`src/rtl/seg7_pkg.sv`:
```
// Shared constants for the seven-segment scan decoder: the active-low segment
// table, the blank pattern, FSM state encodings and anode helpers.
package seg7_pkg;

  localparam int STABLE_CYCLES_DEF = 4;

  // Segment patterns as seg[6:0] = g..a, active-low
  localparam logic [6:0] SEG_0 = 7'b1000000;
  localparam logic [6:0] SEG_1 = 7'b1111001;
  localparam logic [6:0] SEG_2 = 7'b0100100;
  localparam logic [6:0] SEG_3 = 7'b0110000;
  localparam logic [6:0] SEG_4 = 7'b0011001;
  localparam logic [6:0] SEG_5 = 7'b0010010;
  localparam logic [6:0] SEG_6 = 7'b0000010;
  localparam logic [6:0] SEG_7 = 7'b1111000;
  localparam logic [6:0] SEG_8 = 7'b0000000;
  localparam logic [6:0] SEG_9 = 7'b0011000;
  localparam logic [6:0] SEG_A = 7'b0001000;
  localparam logic [6:0] SEG_B = 7'b0000011;
  localparam logic [6:0] SEG_C = 7'b1000110;
  localparam logic [6:0] SEG_D = 7'b0100001;
  localparam logic [6:0] SEG_E = 7'b0000110;
  localparam logic [6:0] SEG_F = 7'b0001110;

  localparam logic [6:0] SEG_BLANK = 7'b1111111;

  localparam logic [15:0][6:0] SEG_TABLE = {
    SEG_F, SEG_E, SEG_D, SEG_C, SEG_B, SEG_A, SEG_9, SEG_8,
    SEG_7, SEG_6, SEG_5, SEG_4, SEG_3, SEG_2, SEG_1, SEG_0
  };

  typedef enum logic [1:0] {
    ST_WAIT  = 2'd0,
    ST_COUNT = 2'd1,
    ST_HOLD  = 2'd2
  } state_t;

  // Exactly one anode driven low is a real digit selection.
  function automatic logic an_legal(input logic [3:0] an);
    return (an == 4'b1110) || (an == 4'b1101) || (an == 4'b1011) || (an == 4'b0111);
  endfunction

  function automatic logic [1:0] an_index(input logic [3:0] an);
    logic [1:0] idx;
    idx = 2'd0;
    if (!an[1]) idx = 2'd1;
    if (!an[2]) idx = 2'd2;
    if (!an[3]) idx = 2'd3;
    return idx;
  endfunction

endpackage

```
`src/rtl/seg7_pattern_decode.sv`:
```
// Combinational segment-pattern to hex-nibble lookup; flags table hits and the
// all-segments-off pattern separately.
module seg7_pattern_decode
  import seg7_pkg::*;
(
  input  logic [6:0] seg,
  output logic [3:0] nibble,
  output logic       hit,
  output logic       is_blank
);

  always_comb begin
    // NOTE: defaults first so every path assigns every output; no latch.
    nibble = 4'h0;
    hit    = 1'b0;
    for (int i = 0; i < 16; i++) begin
      if (seg == SEG_TABLE[i]) begin
        nibble = 4'(i);
        hit    = 1'b1;
      end
    end
    is_blank = (seg == SEG_BLANK);
  end

endmodule

```
`src/rtl/seg7_scan_decoder.sv`:
```
// Recovers the four hex digits shown on a multiplexed, active-low 7-segment
// display by debouncing each (an, seg) sample and assembling complete frames.
module seg7_scan_decoder
  import seg7_pkg::*;
#(
  parameter int STABLE_CYCLES = STABLE_CYCLES_DEF
) (
  input  logic        clk,
  input  logic        rst_n,
  input  logic [3:0]  an,
  input  logic [6:0]  seg,
  output logic [15:0] value,
  output logic        valid,
  output logic        err,
  output logic [3:0]  blank
);

  state_t          state;
  logic [3:0]      s_an;
  logic [6:0]      s_seg;
  logic [7:0]      cnt;
  logic [3:0]      got;
  logic [3:0][3:0] pend;
  logic [3:0]      pend_blank;

  logic [3:0] dec_nibble;
  logic       dec_hit;
  logic       dec_blank;

  seg7_pattern_decode u_decode (
    .seg      (s_seg),
    .nibble   (dec_nibble),
    .hit      (dec_hit),
    .is_blank (dec_blank)
  );

  logic       legal;
  logic       same;
  logic [7:0] cnt_inc;
  logic       capture;
  logic [1:0] cap_idx;
  logic [3:0] cap_mask;
  logic [3:0] got_base;

  assign legal    = an_legal(an);
  assign same     = (an == s_an) && (seg == s_seg);
  assign cnt_inc  = (cnt == 8'hFF) ? cnt : cnt + 8'd1;
  // A changed sample never captures: capture needs the match on this edge.
  assign capture  = (state == ST_COUNT) && same && (cnt_inc == 8'(STABLE_CYCLES));
  assign cap_idx  = an_index(s_an);
  assign cap_mask = capture ? (4'b0001 << cap_idx) : 4'b0000;
  assign got_base = (&got) ? 4'b0000 : got;

  // NOTE: all state is updated with non-blocking assignments so every branch
  // reads the pre-edge values, e.g. value loads the old pending slot even when
  // a capture overwrites it on the same edge.
  always_ff @(posedge clk) begin
    if (!rst_n) begin
      state      <= ST_WAIT;
      s_an       <= 4'hF;
      s_seg      <= SEG_BLANK;
      cnt        <= 8'd0;
      got        <= 4'b0000;
      // NOTE: the pending slots are a tiny register file, reset explicitly so
      // a frame started after reset can never expose stale digits.
      pend       <= '0;
      pend_blank <= 4'b0000;
      value      <= 16'h0000;
      valid      <= 1'b0;
      err        <= 1'b0;
      blank      <= 4'b0000;
    end else begin
      valid <= 1'b0;
      err   <= 1'b0;

      case (state)
        ST_WAIT: begin
          if (legal) begin
            s_an  <= an;
            s_seg <= seg;
            cnt   <= 8'd1;
            state <= ST_COUNT;
          end
        end
        ST_COUNT: begin
          if (!legal) begin
            cnt   <= 8'd0;
            state <= ST_WAIT;
          end else if (!same) begin
            s_an  <= an;
            s_seg <= seg;
            cnt   <= 8'd1;
          end else begin
            cnt <= cnt_inc;
            if (capture) state <= ST_HOLD;
          end
        end
        ST_HOLD: begin
          if (!same) begin
            if (legal) begin
              s_an  <= an;
              s_seg <= seg;
              cnt   <= 8'd1;
              state <= ST_COUNT;
            end else begin
              cnt   <= 8'd0;
              state <= ST_WAIT;
            end
          end
        end
        default: state <= ST_WAIT;
      endcase

      if (capture) begin
        pend[cap_idx]       <= dec_hit ? dec_nibble : 4'h0;
        pend_blank[cap_idx] <= dec_blank;
        err                 <= !dec_hit && !dec_blank;
      end

      if (&got) begin
        value <= pend;
        blank <= pend_blank;
        valid <= 1'b1;
      end
      got <= got_base | cap_mask;
    end
  end

endmodule

```
`config.mk`:
```
export PLATFORM = sky130hd
export DESIGN_NAME = seg7_scan_decoder
export DESIGN_NICKNAME = d
export VERILOG_FILES = /design/src/rtl/seg7_pkg.sv /design/src/rtl/seg7_pattern_decode.sv /design/src/rtl/seg7_scan_decoder.sv
export SDC_FILE = /design/constraint.sdc
export NUM_CORES = 1
export LEC_CHECK = 0
export ABC_CLOCK_PERIOD_IN_PS = 6500
export BUFFER_PORTS_ARGS = -buffer_cell sky130_fd_sc_hd__clkbuf_2
export CORE_MARGIN = 4
export CORE_UTILIZATION = 42
export DETAILED_ROUTE_END_ITERATION = 10
export HOLD_SLACK_MARGIN = 0.02
export PLACE_DENSITY = 0.66
export SLEW_MARGIN = 20
export SYNTH_ARGS = -nofsm -noshare
export SYNTH_HDL_FRONTEND = slang
export SYNTH_SLANG_ARGS = --single-unit
```
`constraint.sdc`:
```
create_clock -name clk -period 6.5 [get_ports clk]
set_input_delay 0.65 -clock clk [delete_from_list [all_inputs] [get_ports clk]]
set_output_delay 0.65 -clock clk [all_outputs]
set_load 0.05 [all_outputs]
```
==> impl_metrics.env, run 1 <==
export IMPL_run_status="finished, final reports clean"
export IMPL_slew_limit_headroom_pct=35.4
export IMPL_via_per_inst=5.48
export IMPL_timing_worst_slew_pin_value_ns=0.967
export IMPL_final_nets=430
export IMPL_postCtsSetupRepairBufs=0
export IMPL_drt_pass1_iter_count=4
export IMPL_die_w_um=96.6
export IMPL_cts_buffers_inserted=9
export IMPL_synth_yosys_seq_area_share_pct=40.7
export IMPL_fin_setup_tns_ns=0
export IMPL_endpoint_kind="flip-flop"
export IMPL_drt_wl_total_um=7510
export IMPL_start_util_pct=42.9
export IMPL_tritoncts_clock_tree="yes"
export IMPL_clock_tree_root_cell="sky130_fd_sc_hd__clkbuf_8"
export IMPL_drv_slew=0
export IMPL_layout_core_utilization_pct=47.8
export IMPL_final_min_clock_period_ns=2.77
export IMPL_ys_flop_type="sky130_fd_sc_hd__dfxtp_1"
export IMPL_grt_met3_usage_pct=4.26
export IMPL_clk_path_buf_depth=2
export IMPL_max_cap_viol_count=0
export IMPL_hold_viol_final=0
export IMPL_yosysWarnings=0
export IMPL_fin_skew_ns=0.00735
export IMPL_postSynthNetCount=412
export IMPL_finalPower_mw=1.02
export IMPL_p_leak_nw=1.43
export IMPL_crit_required_ns=6.69
export IMPL_max_fanout_on_critical_path=13
export IMPL_synth_area_per_cell_um2=8.36
export IMPL_gpl_final_weighted_congestion=0.869
export IMPL_slowest_stage="sky130_fd_sc_hd__dfxtp_1"
export IMPL_core_area_um2=7690
export IMPL_cp_common_cell="sky130_fd_sc_hd__or4_4"
export IMPL_tritoncts_num_sinks=67
export IMPL_port_buffers=34
export IMPL_syn_instance_count=394
export IMPL_crit_path_max_incr_delay_ns=0.62
export IMPL_synth_most_common_cell="sky130_fd_sc_hd__nand2_1"
export IMPL_global_route_wire_length_before_repair_um=12600
export IMPL_power_share_sequential_pct=47.6
export IMPL_synth_area_leaders="sky130_fd_sc_hd__dfxtp_1 41%, sky130_fd_sc_hd__nand2_1 8.5%, sky130_fd_sc_hd__mux2i_1 6.4%"
export IMPL_endpoints_failing_setup=0
export IMPL_synth_largest_area_cell="sky130_fd_sc_hd__dfxtp_1"
export IMPL_netlist_top_cells_count="75 x sky130_fd_sc_hd__nand2_1, 67 x sky130_fd_sc_hd__dfxtp_1, 32 x sky130_fd_sc_hd__a21oi_1"
export IMPL_crit_chain="xnor2_1 > nand4_1 > or3_4 > or4_4 > or4_4 > mux2i_1"
export IMPL_insertedDiodeCount=0
export IMPL_floorplan_io_pins=35
export IMPL_clock_fmax_mhz=361
export IMPL_grt_overflow_total=0
export IMPL_drive_gt1_share_pct=15.3
export IMPL_syn_to_layout_area_delta_pct=11.6
export IMPL_grt_antenna_before_repair=0
export IMPL_clk_pin_slew_worst_paths_ns=0.08
export IMPL_global_route_usage_met2_pct=27.3
export IMPL_grt_start_max_net_pins=34
export IMPL_drc=0
export IMPL_combPwrFrac_pct=18.0
export IMPL_grtUsageTotal_pct=17.4
export IMPL_postSynth_asyncResetShare_pct=0
export IMPL_row_count=32
export IMPL_synth_distinct_cells=55
export IMPL_worstPathArrival_ns=2.96
export IMPL_layout_worst_path_cycle_share_pct=42.6
export IMPL_p_sw_share_pct=32.4
export IMPL_first_global_vias=2692
export IMPL_synth_ff_latch_count=67
export IMPL_synth_edf_count=0
export IMPL_hold_path_class="reg2reg"
export IMPL_setup_worst_path_class="reg2reg"
export IMPL_worstSetupStartpointType="flip-flop"
export IMPL_ir_worst_vdd_mv=0.163
export IMPL_synth_top_cell_area_share_pct=40.7
export IMPL_fp_dieH_um=96.6
export IMPL_cts_resized=0
export IMPL_clock_tree_htree_level_count=3
export IMPL_fp_dieArea_um2=9330
export IMPL_power_density_cell_area_nw_per_um2=277
export IMPL_gr_max_usage_layer="met2"
export IMPL_r2r_setup_slack_ns=3.73
export IMPL_grt_use_met1_pct=23.1
export IMPL_dp_hpwl_um=5250
export IMPL_hold_buffers=0
export IMPL_synthesis_area_um2=3300
export IMPL_detailroute_via_count=2846
export IMPL_clk_latency_ns=0.34
export IMPL_rsz0062_at_grt="false"
export IMPL_avgRoutedWirePerCell_um=14.5
export IMPL_p_int_mw=0.687
export IMPL_clockPowerShare_pct=34.4
export IMPL_detail_route_antenna_nets=0
export IMPL_drt_first_iter_violations=143
export IMPL_p_switching_mw=0.330
-- layout make-up --
cell class	instances	area (um2)
fill	787	4010
multi-input combinational	283	1770
sequential	67	1340
timing repair buffer	35	178
tap	102	128
clock buffer	9	124
clock inverter	7	76.3
inverter	16	60.1
-- critical path: cells and delay by family (launching register included) --
family,cells,cell delay [ns]
simple gates,4,1.69
mux,1,0.15
xor+xnor,1,0.17
flops,1,0.62
-- power by group through the flow --
stage          Combinational (mW)  Sequential [mW]  Clock, mW
3_3_place_gp                0.178            0.492          0
4_1_cts                     0.182            0.482      0.356
2_1_floorplan               0.170            0.459          0
6_report                    0.183            0.484      0.350
5_1_grt                     0.203            0.487      0.374
3_5_place_dp                0.181            0.492          0
-- through the flow --
| step | hold WS (ns) | instances | area, um2 | setup WS (ns) |
|---|---|---|---|---|
| finish | 0.457 | 519 | 3680 | 3.73 |
| floorplan | 0.432 | 394 | 3300 | 3.81 |
| global route | 0.479 | 519 | 3680 | 3.65 |
| detailed placement | 0.447 | 503 | 3480 | 3.59 |
| CTS | 0.458 | 519 | 3680 | 3.76 |
| global placement | 0.443 | 503 | 3480 | 3.64 |
-- routing by layer --
metal	vias to the layer above	routed length, um
met5	-	0
met2	57	3430
met3	13	270
met1	1347	3670
met4	0	131
li1	1429	-
-- final timing paths --
path             from  endpoint  cells after the start
max reg2reg  s_seg[2]   pend[0]                      6
min          value[7]  value[7]                      2
max          s_seg[2]   pend[0]                      6
min reg2reg  value[7]  value[7]                      2
-- cell families (layout without fill, tap and decap cells) --
kind of cell,count (synthesis),count (layout),share of synthesized area (%)
buffers and inverters,44,67,5.58
and+or+nand+nor,140,140,21.0
DFF,67,67,40.7
muxes,21,21,6.38
xor gates and xnor gates,17,17,5.20
AOI/OAI and AO/OA,100,100,19.2
adders and majority gates,5,5,1.90
-- cell usage in the layout (no fill, tap or decap), types with 3 or more instances in the layout --
master                      instances
sky130_fd_sc_hd__and2_1             4
sky130_fd_sc_hd__o21ai_0           20
sky130_fd_sc_hd__xnor2_2            3
sky130_fd_sc_hd__a21oi_1           32
sky130_fd_sc_hd__or3_1              4
sky130_fd_sc_hd__a2111oi_0          3
sky130_fd_sc_hd__mux2i_1           21
sky130_fd_sc_hd__nand4_1            6
sky130_fd_sc_hd__dfxtp_1           67
sky130_fd_sc_hd__xor2_1             4
sky130_fd_sc_hd__inv_1             16
sky130_fd_sc_hd__ha_1               5
sky130_fd_sc_hd__nor2b_1            3
sky130_fd_sc_hd__clkbuf_2          34
sky130_fd_sc_hd__nor2_1            14
sky130_fd_sc_hd__nand3_1           12
sky130_fd_sc_hd__nor3_1             5
sky130_fd_sc_hd__clkbuf_8           9
sky130_fd_sc_hd__xnor2_1           10
sky130_fd_sc_hd__o21a_1             4
sky130_fd_sc_hd__nand2_1           75
sky130_fd_sc_hd__o31ai_1            3
sky130_fd_sc_hd__a211oi_1           5
sky130_fd_sc_hd__a31oi_1           13
-- flip-flops by register name (all words and copies together) (netlist names) --
name and count:
pend_blank 4, cnt 8, pend 16, value 16
s_an 4, got 4, s_seg 7, state 2
err 1, valid 1, blank 4
(Power assumes the default switching activity.)
==> run 2, diff against run 1 <==
ABC_AREA = 1   (was default)
ABC_CLOCK_PERIOD_IN_PS = 2600   (was 6500)
clock period = 2.6 ns   (was 6.5 ns; I/O delays follow)
==> impl_metrics.env, run 2 <==
export IMPL_run_status="finished, final reports clean"
export IMPL_detail_route_antenna_nets=0
export IMPL_fin_setup_tns_ns=0
export IMPL_power_density_cell_area_nw_per_um2=792
export IMPL_start_util_pct=43.3
export IMPL_endpoints_failing_setup=0
export IMPL_fp_dieH_um=97.4
export IMPL_die_w_um=97.4
export IMPL_netlist_top_cells_count="110 x sky130_fd_sc_hd__nand2_1, 67 x sky130_fd_sc_hd__dfxtp_1, 64 x sky130_fd_sc_hd__nor2_1"
export IMPL_tritoncts_clock_tree="yes"
export IMPL_clk_latency_ns=0.34
export IMPL_synthXorXnorAreaFrac_pct=2.35
export IMPL_grtUsageTotal_pct=16.6
export IMPL_clk_path_buf_depth=2
export IMPL_timing_worst_slew_pin_value_ns=0.618
export IMPL_crit_chain="ha_1 > nand3_2 > inv_2 > nand2_2 > nand2_1 > nand2_1 > nand2_1 > nor2_1 > nand3_2 > inv_4 > nand2_1 > nand2_1 > a21oi_1"
export IMPL_postSynthNetCount=504
export IMPL_fin_skew_ns=0.00800
export IMPL_postSynth_asyncResetShare_pct=0
export IMPL_ir_worst_vdd_mv=0.445
export IMPL_rsz0062_at_grt="false"
export IMPL_synth_area_per_cell_um2=6.91
export IMPL_clock_fmax_mhz=480
export IMPL_final_nets=536
export IMPL_synth_top_family_by_area="simple AND/OR/NAND/NOR gates"
export IMPL_clock_tree_htree_level_count=3
export IMPL_synth_largest_area_cell="sky130_fd_sc_hd__dfxtp_1"
export IMPL_grt_start_max_net_pins=36
export IMPL_global_route_wire_length_before_repair_um=13100
export IMPL_insertedDiodeCount=0
export IMPL_synth_ff_latch_count=67
export IMPL_synth_most_common_cell="sky130_fd_sc_hd__nand2_1"
export IMPL_cts_resized=0
export IMPL_synth_simple_area_share_pct=34.8
export IMPL_worstPathArrival_ns=2.31
export IMPL_port_buffers=34
export IMPL_synth_yosys_seq_area_share_pct=39.9
export IMPL_hold_buffers=0
export IMPL_drt_wl_total_um=7600
export IMPL_layout_common_cells="110 x sky130_fd_sc_hd__nand2_1, 67 x sky130_fd_sc_hd__dfxtp_1, 64 x sky130_fd_sc_hd__nor2_1"
export IMPL_row_count=32
export IMPL_r2r_setup_slack_ns=0.52
export IMPL_synth_edf_count=0
export IMPL_syn_instance_count=486
export IMPL_crit_path_max_incr_delay_ns=0.34
export IMPL_grt_overflow_total=0
export IMPL_synth_area_leaders="sky130_fd_sc_hd__dfxtp_1 40%, sky130_fd_sc_hd__nand2_1 12%, sky130_fd_sc_hd__nor2_1 7.2%"
export IMPL_setup_worst_path_class="reg2reg"
export IMPL_drc=0
export IMPL_hold_path_cell_count=3
export IMPL_p_leak_nw=1.67
export IMPL_drt_first_iter_violations=151
export IMPL_detailroute_via_count=3172
export IMPL_timing_reg2reg_worst_path_depth=13
export IMPL_yosys_area_share_adder_pct=1.86
export IMPL_via_per_inst=5.08
export IMPL_drive_gt1_share_pct=14.2
export IMPL_cts_buffers_inserted=9
export IMPL_endpoint_kind="flip-flop"
export IMPL_fp_dieArea_um2=9490
export IMPL_postCtsSetupRepairBufs=0
export IMPL_drt_pass1_iter_count=4
export IMPL_ys_flop_type="sky130_fd_sc_hd__dfxtp_1"
export IMPL_critical_path_n_buffers_inverters=2
export IMPL_drv_slew=0
export IMPL_dp_worst_slack_ns=0.522
export IMPL_synthesis_area_um2=3360
export IMPL_clock_tree_root_cell="sky130_fd_sc_hd__clkbuf_8"
export IMPL_first_global_vias=2864
export IMPL_dp_hpwl_um=5650
export IMPL_muxShareOfSynthArea_pct=0
export IMPL_avgRoutedWirePerCell_um=12.2
export IMPL_tritoncts_num_sinks=67
export IMPL_setup_ws_ns=0.519
export IMPL_gpl_final_weighted_congestion=0.886
export IMPL_nFillCells=811
export IMPL_clk_pin_slew_worst_paths_ns=0.07
export IMPL_hold_path_class="in2reg"
export IMPL_layout_cells_most_common="sky130_fd_sc_hd__nand2_1"
export IMPL_crit_required_ns=2.83
export IMPL_synth_top_cell_area_share_pct=39.9
export IMPL_critical_path_cell_count=13
export IMPL_floorplan_io_pins=35
export IMPL_layout_worst_path_cycle_share_pct=80.1
export IMPL_crit_family="simple AND/OR/NAND/NOR gates"
export IMPL_hold_viol_final=0
export IMPL_syn_to_layout_area_delta_pct=13.1
export IMPL_grt_antenna_before_repair=0
export IMPL_worstSetupStartpointType="flip-flop"
export IMPL_core_area_um2=7770
export IMPL_compound_gate_fraction_of_synth_area_pct=12.9
export IMPL_biggestRegsByFlops="pend: 16 flops, value: 16 flops, cnt: 8 flops"
export IMPL_slowest_stage="sky130_fd_sc_hd__dfxtp_1"
export IMPL_max_cap_viol_count=0
export IMPL_max_fanout_on_critical_path=24
export IMPL_yosysWarnings=0
export IMPL_slew_limit_headroom_pct=58.5
export IMPL_final_min_clock_period_ns=2.08
export IMPL_cp_common_cell="sky130_fd_sc_hd__nand2_1"
export IMPL_synth_distinct_cells=29
export IMPL_finalHoldWorstSlack_ns=0.162
run 2: through the flow:
stage / std cells / utilization [%] / power [mW] / cell area (um2)
6_report: 624 / 48.9 / 3.01 / 3800
4_1_cts: 624 / 48.9 / 3.02 / 3800
3_5_place_dp: 609 / 46.2 / 2.10 / 3590
2_1_floorplan: 486 / - / 1.91 / 3360
3_3_place_gp: 609 / 46.2 / 2.08 / 3590
5_1_grt: 624 / 48.9 / 3.21 / 3800
run 2: power breakdown:
group / leakage [nW] / internal, mW / switching (mW)
registers: 0.543 / 1.12 / 0.128
logic: 1.02 / 0.260 / 0.583
clock network: 0.106 / 0.533 / 0.388
run 2: worst min-delay path: stages:
cell	delay, ns
sky130_fd_sc_hd__clkbuf_2	0.10
sky130_fd_sc_hd__nand2_1	0.05
sky130_fd_sc_hd__o211ai_1	0.07
run 2: path summary, 6_finish.rpt:
path | endpoint | from
setup / recovery | pend[3] | cnt[0]
hold / removal | s_seg[0] | seg[0]
setup reg to reg | pend[3] | cnt[0]
hold reg to reg | pend_blank[0] | pend_blank[0]
run 2: area by class of cell:
| class | instances | area, um2 | share of cell area, % |
|---|---|---|---|
| multi-input cells | 355 | 1740 | 45.9 |
| flip-flops and latches | 67 | 1340 | 35.3 |
| repair buffers | 38 | 200 | 5.27 |
| inverters | 47 | 179 | 4.71 |
| clock buffers | 10 | 128 | 3.36 |
| well taps | 102 | 128 | 3.36 |
| clock inverters | 5 | 78.8 | 2.08 |
run 2: per-layer routing:
metal | vias to the layer above | share of wire (%) | wire (um) | GRT usage (%)
li1 | 1667 | - | - | -
met1 | 1423 | 47 | 3610 | 22.1
met2 | 76 | 45 | 3450 | 25.4
met3 | 6 | 6.0 | 455 | 5.53
met4 | 0 | 1.1 | 85 | 5.01
met5 | - | 0 | 0 | 0
run 2: cell families (layout without fill, tap and decap cells):
logic type      Yosys count  after routing
xor+xnor                  9              9
flops                    67             67
compound gates           80             80
fa+ha+maj                 5              5
simple gates            261            261
buf+inv                  64            100
